## src/rtl/seg_note_decoder.sv

```systemverilog
// Seven-segment note-glyph capture: two-flop sync, stability filter, and decode back to {tom, notas}.
// Used on the readback/loop-back side of the note display path.
module seg_note_decoder #(
   parameter int unsigned STABLE_CYCLES = 4,
   parameter int unsigned CNT_W         = 8
) (
   input  logic       clk,
   input  logic       reset,
   input  logic [6:0] seg_in,
   output logic       tom,
   output logic [2:0] notas,
   output logic       valid,
   output logic       invalid,
   output logic       locked
);

   localparam logic [CNT_W-1:0] CNT_MAX = CNT_W'(STABLE_CYCLES - 1);

   typedef enum logic {
      SETTLE,
      HOLD
   } state_t;

   state_t           state;
   logic [6:0]       s1;
   logic [6:0]       s2;
   logic [6:0]       last_seg;
   logic             first_done;
   logic [CNT_W-1:0] cnt;
   logic             same;
   logic [6:0]       key;
   logic             dec_ok;
   logic [3:0]       dec_code;

   // s1 holds the sample about to enter s2, so s1==s2 means the next s2 equals the current one.
   assign same = (s1 == s2);

   // Glyph lookup keyed in s1..s7 order so the table reads like the panel strings.
   assign key = {s2[0], s2[1], s2[2], s2[3], s2[4], s2[5], s2[6]};

   always_comb begin
      dec_ok   = 1'b1;
      dec_code = 4'h0;
      case (key)
         7'b1111111: dec_code = 4'h0;
         7'b0101010: dec_code = 4'h1;
         7'b0001001: dec_code = 4'h2;
         7'b0001011: dec_code = 4'h3;
         7'b0110110: dec_code = 4'h4;
         7'b0101001: dec_code = 4'h5;
         7'b0001100: dec_code = 4'h6;
         7'b0011100: dec_code = 4'h7;
         7'b1110111: dec_code = 4'h8;
         7'b1110010: dec_code = 4'h9; // also the glyph of code 1011; always read as 1001
         7'b1000010: dec_code = 4'hA;
         7'b1110100: dec_code = 4'hC;
         7'b1010001: dec_code = 4'hD;
         7'b1001110: dec_code = 4'hE;
         7'b1010100: dec_code = 4'hF;
         default:    dec_ok   = 1'b0;
      endcase
   end

   // Two-flop synchroniser for the asynchronous segment bus.
   always_ff @(posedge clk) begin
      if (reset) begin
         s1 <= 7'h00;
         s2 <= 7'h00;
      end else begin
         s1 <= seg_in;
         s2 <= s1;
      end
   end

   // Stability counter: restarts on any change, saturates at the acceptance threshold.
   always_ff @(posedge clk) begin
      if (reset) begin
         cnt <= '0;
      end else if (!same) begin
         cnt <= '0;
      end else if (cnt < CNT_MAX) begin
         cnt <= cnt + CNT_W'(1);
      end
   end

   // Accept/lock FSM with registered decode outputs.
   always_ff @(posedge clk) begin
      if (reset) begin
         state      <= SETTLE;
         tom        <= 1'b0;
         notas      <= 3'b000;
         valid      <= 1'b0;
         invalid    <= 1'b0;
         locked     <= 1'b0;
         last_seg   <= 7'h7F;
         first_done <= 1'b0;
      end else begin
         valid <= 1'b0;
         case (state)
            SETTLE: begin
               if (same && (cnt == CNT_MAX)) begin
                  state   <= HOLD;
                  locked  <= 1'b1;
                  invalid <= !dec_ok;
                  if (dec_ok) begin
                     tom   <= dec_code[3];
                     notas <= dec_code[2:0];
                  end
                  // first_done makes the first accept after reset report even a 1111111 glyph.
                  if (!first_done || (s2 != last_seg)) begin
                     valid <= 1'b1;
                  end
                  last_seg   <= s2;
                  first_done <= 1'b1;
               end
            end
            HOLD: begin
               if (!same) begin
                  state  <= SETTLE;
                  locked <= 1'b0;
               end
            end
            default: state <= SETTLE;
         endcase
      end
   end

endmodule

```

## config.mk

```make
export PLATFORM = sky130hd
export DESIGN_NAME = seg_note_decoder
export DESIGN_NICKNAME = d
export VERILOG_FILES = /design/src/rtl/seg_note_decoder.sv
export SDC_FILE = /design/constraint.sdc
export NUM_CORES = 1
export LEC_CHECK = 0
export CORE_MARGIN = 8
export CORE_UTILIZATION = 45
export CTS_CLUSTER_DIAMETER = 100
export DETAILED_ROUTE_END_ITERATION = 12
export PLACE_DENSITY = 0.63
export SYNTH_ARGS = -nofsm -noshare
export SYNTH_HDL_FRONTEND = slang
export SYNTH_SLANG_ARGS = --single-unit
```

## constraint.sdc

```tcl
create_clock -name clk -period 3.25 [get_ports clk]
set_input_delay 0.65 -clock clk [delete_from_list [all_inputs] [get_ports clk]]
set_output_delay 0.65 -clock clk [all_outputs]
set_load 0.005 [all_outputs]
```

### Yosys cells after proc, flatten, opt, wreduce, memory -nomap -nowiden

Index checks and enable logic that the tools add are counted.

| storage, ports and cells | value |
|---|---|
| bits in registers | 38 |
| bits of input ports | 9 |
| logic and storage cells | 55 |

| operators by class | value |
|---|---|
| add/subtract/negate cells | 1 |
| order comparisons | 1 |
| equal/unequal tests | 20 |
| multiplexer cells | 9 |
| bitwise logic cells | 3 |
| reduce and logical (&&, ||, !) cells | 10 |

Operators by type and width:

| cell | count |
|---|---|
| $eq A7 B7 Y1 const B | 8 |
| $pmux W4 S14 | 1 |
| $eq A7 B4 Y1 const B | 3 |
| $eq A7 B6 Y1 const B | 3 |
| $reduce_or A15 Y1 | 1 |
| $add A8 B1 Y8 const B | 1 |
| $eq A8 B2 Y1 const B | 1 |
| $lt A8 B2 Y1 const B | 1 |
| $eq A7 B5 Y1 const B | 1 |
| $eq A7 B7 Y1 | 1 |
| $ne A7 B7 Y1 | 1 |
| $mux W1 | 6 |
| $ne A2 B2 Y1 const B | 2 |
| $pmux W1 S2 | 2 |
| $reduce_and A2 Y1 | 2 |
| $not A1 Y1 | 3 |
| $reduce_and A3 Y1 | 1 |
| $reduce_or A3 Y1 | 1 |
| $logic_not A1 Y1 | 2 |
| $reduce_or A2 Y1 | 1 |
| $logic_and A1 B1 Y1 | 1 |
| $logic_or A1 B1 Y1 | 1 |

### Longest topological paths before layout

Gate-level depths: netlist of run 1.

| logic depth | value |
|---|---|
| depth after elaboration | 4 |
| mapped depth | 8 |
| mapped depth without buffers | 5 |

### Least setup slack after synthesis of run 1

Ideal clock, no wire load.

| path | value |
|---|---|
| path kind | register to register |
| start | register s2[1] |
| end | register notas[1] |
| setup time | 121 ps |
| data arrival time | 1,791 ps |
| data required time | 3,129 ps |
| path slack | 1,338 ps |
| cell stages (with the launch flop) | 7 |
| path buffers | 1 |
| clock period less this slack | 1,912 ps |
| cell sequence | dfxtp_1 > buf_6 > or4b_1 > a211o_1 > o2111ai_2 > o31a_4 > mux2_4 |

| on the way | value |
|---|---|
| word-level cells in the longest chain between the ends | 4 |

RTL lines:

| item | RTL line | RTL |
|---|---|---|
| from (decl) | 26 | `logic [6:0] s2;` |
| from (signal assigned) | 68 | `s2 <= 7'h00;` |
| from (signal assigned) | 71 | `s2 <= s1;` |
| $eq A7 B7 Y1 (tied with other cells) | 44 | `case (key)` |
| $reduce_or A15 Y1 (no line) | -- |  |
| $mux W1 | 44 |  |
| $reduce_and A3 Y1 (no line) | -- |  |
| to (signal assigned) | 107 | `notas <= dec_code[2:0];` |
| to (decl) | 11 | `output logic [2:0] notas,` |

Parallel ways exist; a longest one is shown, timed or not.
A chain may end at the register's enable or synchronous reset.

### Worst setup path after layout of run 1

| path | value |
|---|---|
| start | register s2[4] |
| end | register last_seg[4] |

| on the way | value |
|---|---|
| word-level cells in the longest chain between the ends | 3 |

RTL lines:

| item | RTL line | RTL |
|---|---|---|
| $eq A7 B7 Y1 | 36 | `assign same = (s1 == s2);` |
| $logic_and A1 B1 Y1 | 101 | `if (same && (cnt == CNT_MAX)) begin` |
| $reduce_and A2 Y1 (no line) | -- |  |
| to (signal assigned) | 95 | `last_seg <= 7'h7F;` |
| to (signal assigned) | 113 | `last_seg <= s2;` |
| to (decl) | 27 | `logic [6:0] last_seg;` |

Parallel ways exist; a longest one is shown, timed or not.

==> impl_metrics.env, run 1 <==
export IMPL_fillerInstances=335
export IMPL_floorplan_die_area_um2=6330
export IMPL_die_height_um=79.5
export IMPL_synth_seq_cells=38
export IMPL_ant_nets=0
export IMPL_clock_path_buffers=2
export IMPL_top_fanout_value_on_the_critical_path=15
export IMPL_netlist_instances=192
export IMPL_drt_pass1_iter_count=5
export IMPL_met1_usage_pct=15.3
export IMPL_die_w_um=79.5
export IMPL_via_per_inst=5.43
export IMPL_critical_path_required_ps=3430
export IMPL_worst_pin_slew_ps=788
export IMPL_row_count=23
export IMPL_max_clk_rate_ghz=0.401
export IMPL_finalCriticalPeriod_ps=2490
export IMPL_endpoint_kind="flip-flop"
export IMPL_async_reset_ff_share_pct=0
export IMPL_hold_viol_final=0
export IMPL_synth_fp_nets=202
export IMPL_rsz0062_at_grt="no"
export IMPL_first_iter_violations=182
export IMPL_cts_post_setup_buffers_inserted=0
export IMPL_synth_cell_area_um2=1820
export IMPL_design_portCount=16
export IMPL_dp_slack_ps=789
export IMPL_timing_critical_path_max_delay_family="simple AND/OR/NAND/NOR gates"
export IMPL_vias=1380
export IMPL_grt_antenna_before_repair=0
export IMPL_grt_start_max_net_pins=33
export IMPL_setup_worst_path_start="s2[4]$_SDFF_PP0_"
export IMPL_grt_pass1_vias=1292
export IMPL_clkTransAtPathRegs_ps=80
export IMPL_drc=0
export IMPL_postCtsResizedCells=0
export IMPL_n_antenna_cell=0
export IMPL_layout_drive_gt1_share_pct=7.84
export IMPL_post_synth_cell_area_avg_um2=9.46
export IMPL_clk_root_buffer_cell="sky130_fd_sc_hd__clkbuf_8"
export IMPL_floorplan_initialDensity_pct=46.1
export IMPL_layout_cells_most_common="sky130_fd_sc_hd__dfxtp_1"
export IMPL_vdd_drop_max_mv=0.456
export IMPL_multi_input_comb_area_um2=961
export IMPL_placed_cell_count=246
export IMPL_use_met2_pct=19.6
export IMPL_fin_util_pct=53.5
export IMPL_post_drt_wl_per_cell_um=14.6
export IMPL_setup_worst_path_class="flip-flop to flip-flop"
export IMPL_r2r_setup_slack_ps=760
export IMPL_leakagePower_nw=0.729
export IMPL_setup_viol=0
export IMPL_global_route_overflow_total=0
export IMPL_cts_num_sinks=38
export IMPL_finalWorstSetupSlack_ps=755
export IMPL_total_number_of_h_tree_levels=2
export IMPL_wirelength_um=3720
export IMPL_post_synthesis_sequential_area_ratio_pct=41.9
export IMPL_placeableCoreArea_um2=3940
export IMPL_cts_tree="done"
export IMPL_finClkSkew_ps=4.20
export IMPL_io_buffers=15
export IMPL_mostFrequentLayoutCells="sky130_fd_sc_hd__dfxtp_1 (38), sky130_fd_sc_hd__nor2b_1 (26), sky130_fd_sc_hd__clkdlybuf4s50_1 (15), sky130_fd_sc_hd__nor2_1 (10), sky130_fd_sc_hd__nand2b_1 (10)"
export IMPL_critical_path_n_buffers_inverters=1
export IMPL_terminus_of_the_critical_flop_to_flop_path="last_seg[4]$_SDFFE_PP1P_"
export IMPL_arrival_time_at_the_worst_endpoint_ps=2670
export IMPL_grtUsageTotal_pct=12.4
export IMPL_sequential_cell_area_um2=761
export IMPL_instances_no_fill=254
export IMPL_timing_setup_tns_ps=0
export IMPL_critical_path_cell_chain="xnor2_1, nand4_1, nor4_2, buf_4, nor2b_1, a211o_1"
export IMPL_report_final_slew_viol_count=0
export IMPL_synth_edf_count=0
export IMPL_outcome="finished, final reports clean"
export IMPL_cellPowerDensity_nw_per_um2=489
export IMPL_insertion_delay_ps=290
export IMPL_place_gp_congestion=0.809
export IMPL_synthFlopType="sky130_fd_sc_hd__dfxtp_1"
export IMPL_max_slew_margin_pct=47.1
export IMPL_cts_hold_buffers_added=0
export IMPL_worst_r2r_cell_count=6
export IMPL_cp_num_cells=6
export IMPL_final_period_utilization_pct=76.8
export IMPL_final_nets=213
export IMPL_cp_slowest_stage_delay_ps=700
export IMPL_grtUsageMet3_pct=3.38
export IMPL_cp_slowest_cell="sky130_fd_sc_hd__dfxtp_1"
export IMPL_area_growth_synth_to_final_pct=16.1
export IMPL_crit_reg2reg_launch="s2[4]$_SDFF_PP0_"
export IMPL_dpl_hpwl_um=2600
export IMPL_min_path_type="flip-flop to flip-flop"
export IMPL_netlist_cell_type_count=41
export IMPL_cap_viol_max_count=0
export IMPL_crit_end="last_seg[4]$_SDFFE_PP1P_"
export IMPL_yosysWarnings=0
export IMPL_cp_start_kind="flip-flop"
export IMPL_tritoncts_num_buffers=5
export IMPL_min_delay_path_depth=1
export IMPL_grt_first_pass_wirelength_um=6190
export IMPL_globalRoute_busiestLayer="met2"
[kinds of logic (layout without fill, tap and decap cells)]
kind of cell,after synthesis,after routing,synth area share [%]
AND/OR/NAND/NOR,84,84,28.6
XOR/XNOR,17,17,8.20
flip-flops,38,38,41.9
multiplexers,3,3,1.93
buffers and inverters,17,29,5.23
AO/OA/AOI/OAI,32,32,13.5
adder cells (fa/ha/maj),1,1,0.689
[worst min path at each step]
stage	startpoint	to	slack, ps
after global placement	cnt[4]$_SDFFE_PP0N_	cnt[4]$_SDFFE_PP0N_	440
after floorplan	state$_SDFF_PP0_	state$_SDFF_PP0_	430
after CTS	cnt[4]$_SDFFE_PP0N_	cnt[4]$_SDFFE_PP0N_	470
after global routing	cnt[4]$_SDFFE_PP0N_	cnt[4]$_SDFFE_PP0N_	480
after detailed placement	cnt[4]$_SDFFE_PP0N_	cnt[4]$_SDFFE_PP0N_	450
final	cnt[4]$_SDFFE_PP0N_	cnt[4]$_SDFFE_PP0N_	460
[routing by layer]
layer	vias up	share of wire, %
met3	4	5.5
met2	33	47
li1	690	-
met1	653	46
met4	0	1.4
met5	-	0
[metrics by stage]
stage / power [mW] / hold slack [ps] / area, um^2
2_1_floorplan: 0.540 / 427 / 1820
3_3_place_gp: 0.558 / 443 / 1970
3_5_place_dp: 0.559 / 450 / 1970
6_report: 1.03 / 464 / 2110
5_1_grt: 1.07 / 480 / 2110
4_1_cts: 1.04 / 471 / 2110
[worst register-to-register path, delay by kind of cell (launching register included)]
kind,cells,cell delay [ps]
simple gates,3,920
flops,1,700
buf+inv,1,310
compound gates,1,270
xor+xnor,1,200
[sequential cells by signal (all words and copies together), names as in the netlist]
name,cells
tom,1
s2,7
notas,3
first_done,1
cnt,8
last_seg,7
s1,7
state,1
valid,1
invalid,1
locked,1
[cell usage after synthesis, types with 2 or more instances]
library cell	count	area (um^2)
sky130_fd_sc_hd__or4b_1	2	20.0
sky130_fd_sc_hd__and2_1	7	43.8
sky130_fd_sc_hd__buf_6	2	22.5
sky130_fd_sc_hd__nor3_1	3	15.0
sky130_fd_sc_hd__a22oi_1	4	30.0
sky130_fd_sc_hd__mux2i_1	2	20.0
sky130_fd_sc_hd__buf_4	2	15.0
sky130_fd_sc_hd__nand2b_1	10	62.6
sky130_fd_sc_hd__nor4_1	2	12.5
sky130_fd_sc_hd__nor3b_1	3	22.5
sky130_fd_sc_hd__nand4b_1	2	17.5
sky130_fd_sc_hd__buf_2	7	35.0
sky130_fd_sc_hd__inv_1	2	7.51
sky130_fd_sc_hd__nand2_1	5	18.8
sky130_fd_sc_hd__xnor2_1	9	78.8
sky130_fd_sc_hd__xor2_1	8	70.1
sky130_fd_sc_hd__a21oi_1	5	25.0
sky130_fd_sc_hd__dfxtp_1	38	761
sky130_fd_sc_hd__nand4_1	4	25.0
sky130_fd_sc_hd__a211o_1	9	78.8
sky130_fd_sc_hd__o22ai_1	3	18.8
sky130_fd_sc_hd__nor2b_1	26	163
sky130_fd_sc_hd__nor2_1	10	37.5
sky130_fd_sc_hd__o21ai_0	4	20.0
sky130_fd_sc_hd__nand3_1	3	15.0
sky130_fd_sc_hd__and3b_1	2	17.5
sky130_fd_sc_hd__clkbuf_1	4	15.0
[report_power, final]
group,total (mW),switching [mW],internal [mW],leakage (nW)
clock,0.483,0.175,0.308,0.0683
sequential,0.488,0.0144,0.474,0.309
combinational,0.0605,0.0291,0.0314,0.352
total,1.03,0.219,0.813,0.729
[final cells by class]
cell class / count / area share, %
Sequential cell: 38 / 36.1
Inverter: 2 / 0.356
Clock buffer: 5 / 3.26
Timing Repair Buffer: 19 / 8.54
Clock inverter: 3 / 3.26
Multi-Input combinational cell: 137 / 45.6
Tap cell: 50 / 2.97
(Power assumes the default switching activity.)
==> inputs of run 2 (changes only) <==
PLACE_DENSITY = 0.65   (was 0.63)
clock period = 2.2 ns   (was 3.25 ns; I/O delays follow)
==> impl_metrics.env, run 2 (synthesized netlist as in run 1, its figures left out) <==
export IMPL_cap_viol_max_count=0
export IMPL_tritoncts_num_buffers=5
export IMPL_top_fanout_value_on_the_critical_path=9
export IMPL_post_drt_wl_per_cell_um=15.1
export IMPL_min_path_type="flip-flop to flip-flop"
export IMPL_grt_first_pass_wirelength_um=6770
export IMPL_area_growth_synth_to_final_pct=18.0
export IMPL_reg_with_most_ffs="cnt"
export IMPL_max_slew_margin_pct=74.2
export IMPL_rsz0062_at_grt="no"
export IMPL_leakagePower_nw=0.756
export IMPL_endpoint_kind="flip-flop"
export IMPL_grt_start_max_net_pins=19
export IMPL_clkTransAtPathRegs_ps=70
export IMPL_vdd_drop_max_mv=0.357
export IMPL_outcome="finished, final reports clean"
export IMPL_cts_num_sinks=38
export IMPL_floorplan_die_area_um2=6330
export IMPL_die_w_um=79.5
export IMPL_cp_start_kind="flip-flop"
export IMPL_met1_usage_pct=16.3
export IMPL_finalCriticalPeriod_ps=2060
export IMPL_cts_hold_buffers_added=0
export IMPL_io_buffers=15
export IMPL_setup_worst_path_class="flip-flop to flip-flop"
export IMPL_vias=1403
export IMPL_drt_pass1_iter_count=4
export IMPL_final_nets=222
export IMPL_use_met2_pct=22.1
export IMPL_floorplan_initialDensity_pct=46.1
export IMPL_cts_tree="done"
export IMPL_total_number_of_h_tree_levels=2
export IMPL_drc=0
export IMPL_max_ffs_per_register=8
export IMPL_mostFrequentLayoutCells="sky130_fd_sc_hd__dfxtp_1 (38), sky130_fd_sc_hd__nor2b_1 (26), sky130_fd_sc_hd__clkdlybuf4s50_1 (15), sky130_fd_sc_hd__buf_4 (13)"
export IMPL_report_final_slew_viol_count=0
export IMPL_grtUsageMet3_pct=4.05
export IMPL_insertion_delay_ps=290
export IMPL_layout_drive_gt1_share_pct=11.7
export IMPL_placeableCoreArea_um2=3940
export IMPL_r2r_setup_slack_ps=140
export IMPL_cellPowerDensity_nw_per_um2=615
export IMPL_grt_antenna_before_repair=0
export IMPL_worst_pin_slew_ps=383
export IMPL_n_antenna_cell=0
export IMPL_fillerInstances=356
export IMPL_max_clk_rate_ghz=0.486
export IMPL_grtUsageTotal_pct=13.3
export IMPL_global_route_overflow_total=0
export IMPL_row_count=23
export IMPL_timing_setup_tns_ps=0
export IMPL_setup_viol=0
export IMPL_wirelength_um=3960
export IMPL_hold_viol_final=0
export IMPL_layout_cells_most_common="sky130_fd_sc_hd__dfxtp_1"
export IMPL_final_period_utilization_pct=93.5
export IMPL_multi_input_comb_area_um2=970
export IMPL_critical_path_required_ps=2380
export IMPL_dpl_hpwl_um=2990
export IMPL_clk_root_buffer_cell="sky130_fd_sc_hd__clkbuf_8"
export IMPL_first_iter_violations=74
export IMPL_arrival_time_at_the_worst_endpoint_ps=2240
export IMPL_sequential_cell_area_um2=761
export IMPL_ant_nets=0
export IMPL_via_per_inst=5.33
export IMPL_place_gp_congestion=0.875
export IMPL_design_portCount=16
export IMPL_grt_pass1_vias=1385
export IMPL_cts_post_setup_buffers_inserted=0
export IMPL_fin_util_pct=54.4
export IMPL_globalRoute_busiestLayer="met2"
export IMPL_finClkSkew_ps=3.51
export IMPL_clock_path_buffers=2
export IMPL_die_height_um=79.5
-- run 2: through the flow --
step | cell area (um^2) | worst slack (ps) | hold WS (ps) | cells | power [mW]
after floorplan | 1820 | 288 | 427 | 192 | 0.798
after global placement | 2040 | 174 | 443 | 255 | 0.836
after detailed placement | 2040 | 167 | 450 | 255 | 0.838
after CTS | 2130 | 151 | 467 | 263 | 1.33
after global routing | 2140 | 8.32 | 490 | 263 | 1.38
final | 2140 | 143 | 464 | 263 | 1.32
-- run 2: timing repair --
item | 4_1_cts | 5_1_grt
endpoints found under the hold margin | 0 | 0
gates resized for setup | 0 | 1
endpoints found under the setup margin | 0 | 6
-- run 2: metal layers --
layer / routed length, um / vias up
li1: - / 711
met1: 1880 / 666
met2: 1880 / 24
met3: 188 / 2
met4: 21 / 0
met5: 0 / -
-- run 2: final timing paths --
path | end | startpoint | depth (start not counted)
max reg2reg | notas[1]$_SDFFE_PP0P_ | s2[4]$_SDFF_PP0_ | 6
min | cnt[7]$_SDFFE_PP0N_ | cnt[7]$_SDFFE_PP0N_ | 1
max | notas[1]$_SDFFE_PP0P_ | s2[4]$_SDFF_PP0_ | 6
min reg2reg | cnt[7]$_SDFFE_PP0N_ | cnt[7]$_SDFFE_PP0N_ | 1
-- run 2: critical path: stages (launching register included) --
cell and delay (ps):
sky130_fd_sc_hd__dfxtp_1 400, sky130_fd_sc_hd__buf_4 200, sky130_fd_sc_hd__and3b_1 180, sky130_fd_sc_hd__a22oi_1 310, sky130_fd_sc_hd__o2111ai_2 170, sky130_fd_sc_hd__o31a_4 380
sky130_fd_sc_hd__mux2_4 300
-- run 2: final cells by class --
| cell class | count | area share [%] |
|---|---|---|
| clock buffer | 6 | 3.85 |
| clock inverter | 2 | 0.584 |
| inverter | 2 | 0.350 |
| multi-input combinational | 137 | 45.2 |
| sequential | 38 | 35.5 |
| tap | 50 | 2.92 |
| timing repair buffer | 28 | 11.6 |
-- run 2: report_power, final --
group / internal, mW / switching, mW
clock: 0.252 / 0.243
combinational: 0.0547 / 0.0551
sequential: 0.700 / 0.0135
==> inputs of run 3 (changes only) <==
ABC_AREA = 1   (was default)
CORE_MARGIN = default   (was 8)
PLACE_DENSITY = 0.63   (was 0.65)
clock period = 2.3 ns   (was 2.2 ns; I/O delays follow)
==> impl_metrics.env, run 3 <==
export IMPL_outcome="finished, final reports clean"
export IMPL_rsz0062_at_grt="no"
export IMPL_wirelength_um=3250
export IMPL_cts_num_sinks=38
export IMPL_post_synthesis_sequential_area_ratio_pct=41.6
export IMPL_grt_start_max_net_pins=22
export IMPL_setup_worst_path_class="flip-flop to flip-flop"
export IMPL_total_number_of_h_tree_levels=2
export IMPL_dpl_hpwl_um=2520
export IMPL_die_w_um=65.7
export IMPL_endpoint_kind="flip-flop"
export IMPL_vdd_drop_max_mv=0.405
export IMPL_leakagePower_nw=0.978
export IMPL_synth_edf_count=0
export IMPL_cap_viol_max_count=0
export IMPL_vias=1489
export IMPL_synth_fp_nets=265
export IMPL_synthFlopType="sky130_fd_sc_hd__dfxtp_1"
export IMPL_global_route_overflow_total=0
export IMPL_cts_tree="done"
export IMPL_drt_pass1_iter_count=4
export IMPL_cellPowerDensity_nw_per_um2=596
export IMPL_drc=0
export IMPL_top_fanout_value_on_the_critical_path=10
export IMPL_tritoncts_num_buffers=5
export IMPL_clock_path_buffers=2
export IMPL_critical_path_cell_chain="xnor2_1, nand2_1, nor2_2, nand3_1, nor2_2, nand2_2, nand2_1, a21oi_1"
export IMPL_synth_cell_area_um2=1830
export IMPL_floorplan_die_area_um2=4320
export IMPL_fillerInstances=388
export IMPL_largest_area_contributor_in_the_netlist="sky130_fd_sc_hd__dfxtp_1"
export IMPL_yosysWarnings=0
export IMPL_netlist_instances=255
export IMPL_arrival_time_at_the_worst_endpoint_ps=1850
export IMPL_total_power_mw=1.23
export IMPL_first_iter_violations=72
export IMPL_clkTransAtPathRegs_ps=70
export IMPL_grt_pass1_vias=1472
export IMPL_report_final_slew_viol_count=0
export IMPL_reg_with_most_ffs="cnt"
export IMPL_setup_viol=0
export IMPL_area_growth_synth_to_final_pct=13.2
export IMPL_worst_pin_slew_ps=369
export IMPL_cp_slowest_cell="sky130_fd_sc_hd__dfxtp_1"
export IMPL_post_drt_wl_per_cell_um=10.2
export IMPL_critical_path_n_buffers_inverters=0
export IMPL_ys_top_cells_by_count="sky130_fd_sc_hd__nand2_1 (50), sky130_fd_sc_hd__nor2_1 (50), sky130_fd_sc_hd__dfxtp_1 (38)"
export IMPL_via_per_inst=4.68
export IMPL_row_count=22
export IMPL_hold_viol_final=0
export IMPL_postCtsResizedCells=0
export IMPL_timing_critical_path_max_delay_family="simple AND/OR/NAND/NOR gates"
export IMPL_placeableCoreArea_um2=3770
export IMPL_max_clk_rate_ghz=0.594
export IMPL_place_gp_congestion=0.925
export IMPL_grt_antenna_before_repair=0
export IMPL_insertion_delay_ps=280
export IMPL_die_height_um=65.7
export IMPL_max_slew_margin_pct=75.3
export IMPL_cp_slowest_stage_delay_ps=530
export IMPL_design_portCount=16
export IMPL_post_synth_cell_area_avg_um2=7.16
export IMPL_biggest_area_contributors_in_the_synthesized_netlist="sky130_fd_sc_hd__dfxtp_1 (42%), sky130_fd_sc_hd__nand2_1 (10%), sky130_fd_sc_hd__nor2_1 (10%)"
export IMPL_max_ffs_per_register=8
export IMPL_placed_cell_count=310
export IMPL_grtUsageTotal_pct=18.7
export IMPL_netlist_cell_type_count=31
export IMPL_synth_seq_cells=38
export IMPL_grt_first_pass_wirelength_um=6160
export IMPL_ant_nets=0
export IMPL_critical_path_required_ps=2470
export IMPL_final_nets=279
export IMPL_cts_post_setup_buffers_inserted=0
export IMPL_post_synth_top_area_fraction_pct=41.6
export IMPL_timing_setup_tns_ps=0
export IMPL_cp_start_kind="flip-flop"
export IMPL_fin_util_pct=54.8
export IMPL_min_path_type="flip-flop to flip-flop"
export IMPL_cts_hold_buffers_added=0
export IMPL_final_period_utilization_pct=73.1
export IMPL_io_buffers=15
export IMPL_instances_no_fill=318
export IMPL_mostFrequentLayoutCells="sky130_fd_sc_hd__nand2_1 (50), sky130_fd_sc_hd__nor2_1 (50), sky130_fd_sc_hd__dfxtp_1 (38), sky130_fd_sc_hd__inv_1 (33), sky130_fd_sc_hd__clkdlybuf4s50_1 (15)"
export IMPL_finalCriticalPeriod_ps=1680
export IMPL_layout_drive_gt1_share_pct=11.1
export IMPL_async_reset_ff_share_pct=0
export IMPL_floorplan_initialDensity_pct=48.4
export IMPL_finClkSkew_ps=3.27
export IMPL_clk_root_buffer_cell="sky130_fd_sc_hd__clkbuf_8"
export IMPL_n_antenna_cell=0
==> run 3: cell count changes after synthesis, sizes merged, moves of 9 or more <==
cell,delta
a211o,-9
nand3,+11
inv,+36
nor2,+43
nand2b,-10
nand2,+51
nor2b,-26
==> run 3: cell type report <==
type,count,area (um^2),area share [%]
Multi-Input combinational cell,170,852,41.2
Clock buffer,6,82.6,3.99
Tap cell,48,60.1,2.90
Inverter,38,143,6.90
Sequential cell,38,761,36.8
Timing Repair Buffer,16,158,7.62
Clock inverter,2,12.5,0.605
==> run 3: kinds of logic (layout without fill, tap and decap cells) <==
family	after synthesis	count (layout)	share of synthesized area [%]
compound gates	25	25	9.18
simple gates	134	134	31.9
flops	38	38	41.6
buf+inv	47	62	11.7
xor+xnor	9	9	4.32
fa+ha+maj	1	1	0.685
mux	1	1	0.548
==> run 3: power breakdown <==
group,switching [mW],internal (mW)
Clock,0.224,0.241
Sequential,0.0147,0.670
Combinational,0.0482,0.0355
Total,0.287,0.946
==> run 3: worst register-to-register path, delay by kind of cell (launching register included) <==
family,cells,cell delay (ps)
compound gates,1,60
xor+xnor,1,170
flops,1,530
simple gates,6,820
==> run 3: path summary, 6_finish.rpt <==
path / start / endpoint / slack, ps / depth (start not counted)
max: s2[2]$_SDFF_PP0_ / notas[2]$_SDFFE_PP0P_ / 620 / 8
min: cnt[5]$_SDFFE_PP0N_ / cnt[5]$_SDFFE_PP0N_ / 440 / 2
max reg2reg: s2[2]$_SDFF_PP0_ / notas[2]$_SDFFE_PP0P_ / 620 / 8
min reg2reg: cnt[5]$_SDFFE_PP0N_ / cnt[5]$_SDFFE_PP0N_ / 440 / 2
==> run 3: stage by stage <==
| stage | cell area (um^2) | setup WS [ps] | hold slack (ps) |
|---|---|---|---|
| after floorplan | 1830 | 940 | 415 |
| after global placement | 1970 | 592 | 425 |
| after detailed placement | 1970 | 588 | 428 |
| after CTS | 2070 | 574 | 439 |
| after global routing | 2070 | 383 | 455 |
| final | 2070 | 618 | 436 |
==> run 3: routing by layer <==
metal | GRT usage (%) | wire length [um]
met5 | 0 | 0
met3 | 4.34 | 99
met4 | 8.70 | 53
met2 | 31.6 | 1490
met1 | 22.1 | 1600
